===== config.mk =====
export PLATFORM = sky130hd
export DESIGN_NAME = bram_stream_reader
export DESIGN_NICKNAME = d
export VERILOG_FILES = /design/src/rtl/bram_stream_reader.sv
export SDC_FILE = /design/constraint.sdc
export NUM_CORES = 1
export LEC_CHECK = 0
export CORE_MARGIN = 2
export CORE_UTILIZATION = 35
export DETAILED_ROUTE_END_ITERATION = 10
export GPL_TIMING_DRIVEN = 0
export PLACE_DENSITY_LB_ADDON = 0.15
export SLEW_MARGIN = 25
export SYNTH_ARGS = -nofsm -noshare
export SYNTH_HDL_FRONTEND = slang
export SYNTH_SLANG_ARGS = --single-unit
export TNS_END_PERCENT = 100

===== constraint.sdc =====
create_clock -name clk -period 8.8 [get_ports clk]
set_input_delay 1.32 -clock clk [delete_from_list [all_inputs] [get_ports clk]]
set_output_delay 1.32 -clock clk [all_outputs]
set_load 0.1 [all_outputs]

===== src/rtl/bram_stream_reader.sv =====
// BRAM port-B stream reader: turns (addr, len) commands into sequential reads
// and emits the returned words as an AXI-Stream frame through a credit-controlled skid FIFO.
module bram_stream_reader #(
    parameter int DATA_WIDTH   = 64,
    parameter int DATA_DEPTH   = 2048,
    parameter int ADDR_WIDTH   = $clog2(DATA_DEPTH),
    parameter int LEN_WIDTH    = 16,
    parameter int READ_LATENCY = 2,
    parameter int FIFO_DEPTH   = 4
) (
    input  logic                  clk,
    input  logic                  rst_n,
    input  logic                  cmd_valid,
    output logic                  cmd_ready,
    input  logic [ADDR_WIDTH-1:0] cmd_addr,
    input  logic [LEN_WIDTH-1:0]  cmd_len,
    output logic                  bram_enb,
    output logic [ADDR_WIDTH-1:0] bram_addrb,
    input  logic [DATA_WIDTH-1:0] bram_doutb,
    output logic [DATA_WIDTH-1:0] m_axis_tdata,
    output logic                  m_axis_tvalid,
    input  logic                  m_axis_tready,
    output logic                  m_axis_tlast,
    output logic                  busy,
    output logic                  done
);

    localparam int PW = (FIFO_DEPTH > 1) ? $clog2(FIFO_DEPTH) : 1;
    localparam int CW = $clog2(FIFO_DEPTH + READ_LATENCY + 1) + 1;

    typedef enum logic [1:0] {IDLE, ISSUE, DRAIN} state_t;

    state_t                  state_q, state_d;
    logic [ADDR_WIDTH-1:0]   addr_q, addr_d;
    logic [LEN_WIDTH-1:0]    rem_q, rem_d;
    logic                    done_q, done_d;
    logic [READ_LATENCY-1:0] tag_vld_q, tag_vld_d;
    logic [READ_LATENCY-1:0] tag_last_q, tag_last_d;
    logic [DATA_WIDTH-1:0]   mem_data_q [FIFO_DEPTH];
    logic [DATA_WIDTH-1:0]   mem_data_d [FIFO_DEPTH];
    logic                    mem_last_q [FIFO_DEPTH];
    logic                    mem_last_d [FIFO_DEPTH];
    logic [PW-1:0]           wr_ptr_q, wr_ptr_d;
    logic [PW-1:0]           rd_ptr_q, rd_ptr_d;
    logic [CW-1:0]           count_q, count_d;

    logic                    pop, push, issue;
    logic [CW-1:0]           inflight, occ;

    always_comb begin
        state_d    = state_q;
        addr_d     = addr_q;
        rem_d      = rem_q;
        done_d     = 1'b0;
        wr_ptr_d   = wr_ptr_q;
        rd_ptr_d   = rd_ptr_q;
        mem_data_d = mem_data_q;
        mem_last_d = mem_last_q;

        pop  = (count_q != '0) && m_axis_tready;
        push = tag_vld_q[READ_LATENCY-1];

        // Credit: FIFO entries plus reads still in the BRAM pipe, net of this cycle's pop.
        inflight = '0;
        for (int unsigned i = 0; i < READ_LATENCY; i++) begin
            inflight = inflight + CW'(tag_vld_q[i]);
        end
        occ   = count_q + inflight - CW'(pop);
        issue = (state_q == ISSUE) && (occ < CW'(FIFO_DEPTH));

        case (state_q)
            IDLE: begin
                if (cmd_valid) begin
                    addr_d = cmd_addr;
                    rem_d  = cmd_len;
                    if (cmd_len == '0) begin
                        done_d = 1'b1;
                    end else begin
                        state_d = ISSUE;
                    end
                end
            end
            ISSUE: begin
                if (issue) begin
                    addr_d = (addr_q == ADDR_WIDTH'(DATA_DEPTH - 1)) ? '0 : addr_q + ADDR_WIDTH'(1);
                    rem_d  = rem_q - LEN_WIDTH'(1);
                    if (rem_q == LEN_WIDTH'(1)) begin
                        state_d = DRAIN;
                    end
                end
            end
            DRAIN: begin
                if (pop && mem_last_q[rd_ptr_q]) begin
                    state_d = IDLE;
                    done_d  = 1'b1;
                end
            end
            default: state_d = IDLE;
        endcase

        tag_vld_d[0]  = issue;
        tag_last_d[0] = issue && (rem_q == LEN_WIDTH'(1));
        for (int unsigned i = 1; i < READ_LATENCY; i++) begin
            tag_vld_d[i]  = tag_vld_q[i-1];
            tag_last_d[i] = tag_last_q[i-1];
        end

        if (push) begin
            mem_data_d[wr_ptr_q] = bram_doutb;
            mem_last_d[wr_ptr_q] = tag_last_q[READ_LATENCY-1];
            wr_ptr_d = (wr_ptr_q == PW'(FIFO_DEPTH - 1)) ? '0 : wr_ptr_q + PW'(1);
        end
        if (pop) begin
            rd_ptr_d = (rd_ptr_q == PW'(FIFO_DEPTH - 1)) ? '0 : rd_ptr_q + PW'(1);
        end
        count_d = count_q + CW'(push) - CW'(pop);
    end

    always_ff @(posedge clk or negedge rst_n) begin
        if (!rst_n) begin
            state_q    <= IDLE;
            addr_q     <= '0;
            rem_q      <= '0;
            done_q     <= 1'b0;
            tag_vld_q  <= '0;
            tag_last_q <= '0;
            mem_data_q <= '{default: '0};
            mem_last_q <= '{default: 1'b0};
            wr_ptr_q   <= '0;
            rd_ptr_q   <= '0;
            count_q    <= '0;
        end else begin
            state_q    <= state_d;
            addr_q     <= addr_d;
            rem_q      <= rem_d;
            done_q     <= done_d;
            tag_vld_q  <= tag_vld_d;
            tag_last_q <= tag_last_d;
            mem_data_q <= mem_data_d;
            mem_last_q <= mem_last_d;
            wr_ptr_q   <= wr_ptr_d;
            rd_ptr_q   <= rd_ptr_d;
            count_q    <= count_d;
        end
    end

    assign cmd_ready     = (state_q == IDLE);
    assign busy          = (state_q != IDLE);
    assign done          = done_q;
    assign bram_enb      = issue;
    assign bram_addrb    = addr_q;
    assign m_axis_tvalid = (count_q != '0);
    assign m_axis_tdata  = mem_data_q[rd_ptr_q];
    assign m_axis_tlast  = m_axis_tvalid && mem_last_q[rd_ptr_q];

endmodule


==> results of run 1 <==
## per-layer routing
layer / GRT usage (%) / vias to the layer above
met1: 22.5 / 4424
met3: 3.55 / 33
met2: 26.7 / 196
met4: 4.01 / 0
met5: 0 / -
li1: - / 3930
## logic make-up (layout without fill, tap and decap cells)
kind of cell	after synthesis	count (layout)
buf+inv	74	312
flops	302	302
fa+ha+maj	15	15
simple gates	106	106
xor+xnor	10	10
mux	327	327
compound gates	95	95
other cells	0	1
## per-stage QoR
| stage | cells | area, µm² | setup WS, ns | hold WS, ns |
|---|---|---|---|---|
| 6_report | 1686 | 17400 | 2.01 | 0.375 |
| 3_3_place_gp | 1621 | 16100 | -7.37 | 0.367 |
| 3_5_place_dp | 1624 | 16200 | 2.20 | 0.367 |
| 4_1_cts | 1685 | 17400 | 2.18 | 0.381 |
| 2_1_floorplan | 929 | 13700 | 3.51 | 0.331 |
| 5_1_grt | 1685 | 17400 | 1.83 | 0.389 |
## placed cells by master, fill, tap and decap left out, types with 8 or more instances in the layout
cell type,n
nor3_1,12
nand2_1,22
mux2_2,262
clkbuf_16,39
clkbuf_1,53
xor2_1,8
o21ai_0,23
a21oi_1,30
ha_1,14
nand3_1,11
inv_1,18
dfrtp_1,302
mux4_2,65
clkdlybuf4s50_1,173
nor2_1,17
## sequential cells by signal, summed over array words and instances, names as in the netlist
| name | flops |
|---|---|
| mem_data_q | 256 |
| done | 1 |
| rem_q | 16 |
| count_q | 4 |
| tag_vld_q | 2 |
| wr_ptr_q | 2 |
| state_q | 2 |
| rd_ptr_q | 2 |
| bram_addrb | 11 |
| mem_last_q | 4 |
| tag_last_q | 2 |
## worst max-delay path: stages
cell and delay [ns]:
clkdlybuf4s50_1 0.53, nand2_1 0.17, or2_2 0.33, nand2_1 0.07, ha_1 0.22, a211o_1 0.34
a2111oi_1 0.87, nor2_2 0.26, inv_1 0.22, clkdlybuf4s50_1 1.16
## worst min-delay path by stage
stage	depth (start not counted)	end	slack, ns
floorplan	0	tag_last_q[1]	0.33
finish	0	tag_vld_q[1]	0.37
global route	0	tag_vld_q[1]	0.39
detailed placement	0	tag_vld_q[1]	0.37
global placement	0	tag_vld_q[1]	0.37
CTS	0	tag_vld_q[1]	0.38
## final cells by class
class,count,area [µm²],area share (%)
tap,518,648,3.72
sequential,302,7560,43.4
clock inverter,7,139,0.797
inverter,18,67.6,0.388
timing repair buffer,177,1830,10.5
clock buffer,54,1050,6.04
multi-input combinational,553,5880,33.8
buffer,56,245,1.41
antenna,1,2.50,0.0144
==> run metrics, run 1 <==
Fin. Hold Viols=0; M1 WL=15,200 µm; Post-synth EDFFs=0; routed length per instance=19.5 µm; Remaining Overflow, GRT=0; I/O Pins=176; vias in the first global route=9,247; Setup crit start kind=primary input; Remaining DRCs=0; Post-CTS Resized=0; cell with the most instances after synthesis=dfrtp_1; Worst R2R Setup Slack=5.29 ns; critical path class=primary input to output pin; Syn Std Cell Area=13,700 µm²; Initial Util=35.5%; Synth area leader=dfrtp_1; global-route wire length before repair=52,700 µm; root buf cell=clkbuf_16; Post-Synth Simple-Gate Area=4.11%; clk sinks=302; setup violators final=0; clk buf depth=3; CTS buffer count=37; initial antenna violation count=1; largest net degree at the start of global routing=87; post-synthesis mux area share=32.1%; commonest cells in the synthesized netlist=302 x dfrtp_1, 262 x mux2_2, 65 x mux4_2; largest family of logic cells by synthesized area=multiplexers; Critical path origin=m_axis_tready; sequential share of the synthesized area=55.0%; via count=8,583; Clock Latency Late Sink=0.52 ns; max cap viols=0; placer congestion estimate=0.787; #FFs+latches synth=302; CTS H-tree lvls=2; synthesized-area fraction occupied by adder cells=1.42%; CTS tree=yes; nets=1,255; period utilization=77.2%; worst path arrival time=5.47 ns; die height=202 µm; R2R Path End=rem_q[13]; num rows=72; DR WL met3=1650 µm; ANT nets after route=0; Gate Count Post-Synth=929; # Post-CTS Setup Buffers=0; Reg clk slew, reported paths=0.06 ns; yosys warns=0; number of iterations in the first detailed-routing pass=5; via-per-instance ratio=5.09; worst-margin pin slew=1.07 ns; status=finished, final reports clean; filler cell count=3,540; HPWL Detailed=21,800 µm; peak fanout along the critical path=9; relative slew slack=28.4%; Synth Area in XOR/XNOR=0.637%; Die W=202 µm; metal2 WL=15,500 µm; overall global routing resource usage=16.4%; Worst Hold Launch=tag_vld_q[0]; post-synthesis compound-gate area fraction=4.43%; skew final=0.0135 ns; Worst setup EP type=output pin; Max Freq=0.147 GHz; DR iter-0 viols=338; Tmin final=6.79 ns; max-slew violation count=0; Layout area overhead=26.8%; Buffers on Ports=174; Critical Path Sink=bram_enb; Mapped Avg Cell Area=14.8 µm²; Synth Net Count=1,039; Reg2Reg Depth=12; Fin Setup TNS=0 ns; RSZ-0062 raised after global routing=no; CORE AREA=38,700 µm²; post-layout util=45.0%; synth top area cells=dfrtp_1 55%, mux2_2 21%, mux4_2 11%; Yosys top cell area share=55.0%; drt total wl=32,800 µm; Top FF cell, synth=dfrtp_1; Req. time, crit path=7.48 ns; Worst R2R Start=count_q[2]; uppermost layer routed=met4; ys async rst share=100%; die area=40,900 µm²; hold_buf cts=0; Distinct cells, synth=58; share of layout cells above drive strength 1=34.2%; Min-Delay Path Class=register to register
Power of run 1 is left out: the tool's default activity adds up to more than one toggle a clock period on the data nets, which glitch-free logic cannot reach.
==> run 2, diff against run 1 <==
==> constraint.sdc (replaced) <==
create_clock -name clk -period 5.8 [get_ports clk]
set_input_delay 0.87 -clock clk [delete_from_list [all_inputs] [get_ports clk]]
set_output_delay 0.87 -clock clk [all_outputs]
set_load 0.1 [all_outputs]
==> run metrics, run 2 (same netlist as run 1, synthesis figures left out) <==
Remaining DRCs=0; setup violators final=0; vias in the first global route=9,247; root buf cell=clkbuf_16; Worst R2R Setup Slack=2.28 ns; via-per-instance ratio=5.09; DR iter-0 viols=343; Initial Util=35.5%; Post-Layout Cell Count=1,686; commonest non-fill, non-tap cells in the layout=302 x dfrtp_1, 262 x mux2_2, 172 x clkdlybuf4s50_1, 65 x mux4_2, 53 x clkbuf_1; initial antenna violation count=1; CTS H-tree lvls=2; number of iterations in the first detailed-routing pass=4; placed insts=1,624; HPWL Detailed=21,800 µm; max-slew violation count=0; die height=202 µm; global-route wire length before repair=52,700 µm; Min-Delay Path Class=primary input to asynchronous set/reset pin; CORE AREA=38,700 µm²; Setup crit start kind=primary input; CTS tree=yes; status=finished, final reports clean; largest net degree at the start of global routing=87; ANT nets after route=0; overall global routing resource usage=16.4%; max reg flops=256; commonest non-fill, non-tap cell in the layout=dfrtp_1; hold_buf cts=0; max cap viols=0; num rows=72; skew final=0.0140 ns; Req. time, crit path=4.93 ns; CTS buffer count=37; via count=8,583; RSZ-0062 raised after global routing=no; I/O Pins=176; Worst setup EP type=output pin; relative slew slack=28.4%; post-layout util=45.0%; Clock Latency Late Sink=0.52 ns; Buffers on Ports=174; worst-margin pin slew=1.07 ns; filler cell count=3,543; die area=40,900 µm²; Fin. Hold Viols=0; Layout area overhead=26.8%; area of the multi-input gates=5880 µm²; Remaining Overflow, GRT=0; Reg clk slew, reported paths=0.05 ns; period utilization=95.1%; drt total wl=32,800 µm; nets=1,255; Tmin final=5.51 ns; clk sinks=302; placer congestion estimate=0.787; Max Freq=0.181 GHz; Die W=202 µm; routed length per instance=19.5 µm; storage element area=7560 µm²; peak fanout along the critical path=9; clk buf depth=3; worst path arrival time=4.64 ns; critical path class=primary input to output pin; share of layout cells above drive strength 1=34.2%; Reg with most FFs=mem_data_q
run 2: routing by layer:
layer / track usage [%] / vias to the layer above / share of wire, %
li1: - / 3931 / -
met1: 22.5 / 4440 / 46
met2: 26.7 / 181 / 47
met3: 3.55 / 31 / 4.8
met4: 4.01 / 0 / 1.5
met5: 0 / - / 0
run 2: timing repair:
action                                 4_1_cts  5_1_grt
resized for setup                            0        1
endpoints found under the hold margin        0        0
setup endpoints to repair                    0        1
setup buffers                                0        0
run 2: final timing paths:
check	from	endpoint	cells past startpoint
setup reg to reg	count_q[2]	rem_q[13]	12
setup / recovery	m_axis_tready	bram_enb	10
min in group clk	tag_vld_q[0]	tag_vld_q[1]	0
hold reg to reg	tag_vld_q[0]	tag_vld_q[1]	0
max in group asynchronous	rst_n	mem_data_q[178]	3
hold / removal	rst_n	mem_data_q[70]	1
run 2: through the flow:
stage	setup slack, ns	instance area, µm²	TNS, ns	hold slack [ns]
2_1_floorplan	0.960	13700	0	0.331
3_3_place_gp	-9.92	16100	-2984.27	0.367
3_5_place_dp	0.0962	16200	0	0.367
4_1_cts	0.0791	17400	0	0.270
5_1_grt	0.124	17400	0	0.286
6_report	0.286	17400	0	0.275
run 2: critical path, stage by stage:
cell             delay (ns)
clkdlybuf4s50_1        0.53
nand2_1                0.17
or2_2                  0.33
nand2_1                0.07
ha_1                   0.22
a211o_1                0.33
a2111oi_1              0.88
nor2_2                 0.26
inv_1                  0.22
dlymetal6s2s_1         0.77
run 2: final cells by class:
cell class	count	share of cell area (%)
antenna	1	0.0144
clock buffer	54	6.04
buffer	56	1.41
timing repair buffer	177	10.5
inverter	18	0.388
tap	518	3.72
sequential	302	43.4
clock inverter	7	0.797
multi-input combinational	553	33.7
Power of run 2 is left out for the same reason.
==> run 3, diff against run 2 <==
--- a/config.mk
+++ b/config.mk
@@ -9,6 +9,7 @@
 export CORE_UTILIZATION = 35
 export DETAILED_ROUTE_END_ITERATION = 10
 export GPL_TIMING_DRIVEN = 0
+export HOLD_SLACK_MARGIN = 0.08
 export PLACE_DENSITY_LB_ADDON = 0.15
 export SLEW_MARGIN = 25
 export SYNTH_ARGS = -nofsm -noshare
==> constraint.sdc (replaced) <==
create_clock -name clk -period 5.7 [get_ports clk]
set_input_delay 0.855 -clock clk [delete_from_list [all_inputs] [get_ports clk]]
set_output_delay 0.855 -clock clk [all_outputs]
set_load 0.1 [all_outputs]
==> results of run 3 <==
Same layout as run 2 (identical final DEF). Status: finished, final reports clean.
Among the figures that moved: setup slack after placement 0.0962 ns -> 0.0262 ns; setup slack after layout 0.286 ns -> 0.216 ns; hold slack 0.275 ns -> 0.260 ns; register-to-register setup slack 2.28 ns -> 2.18 ns
Power of run 3 is left out for the same reason.
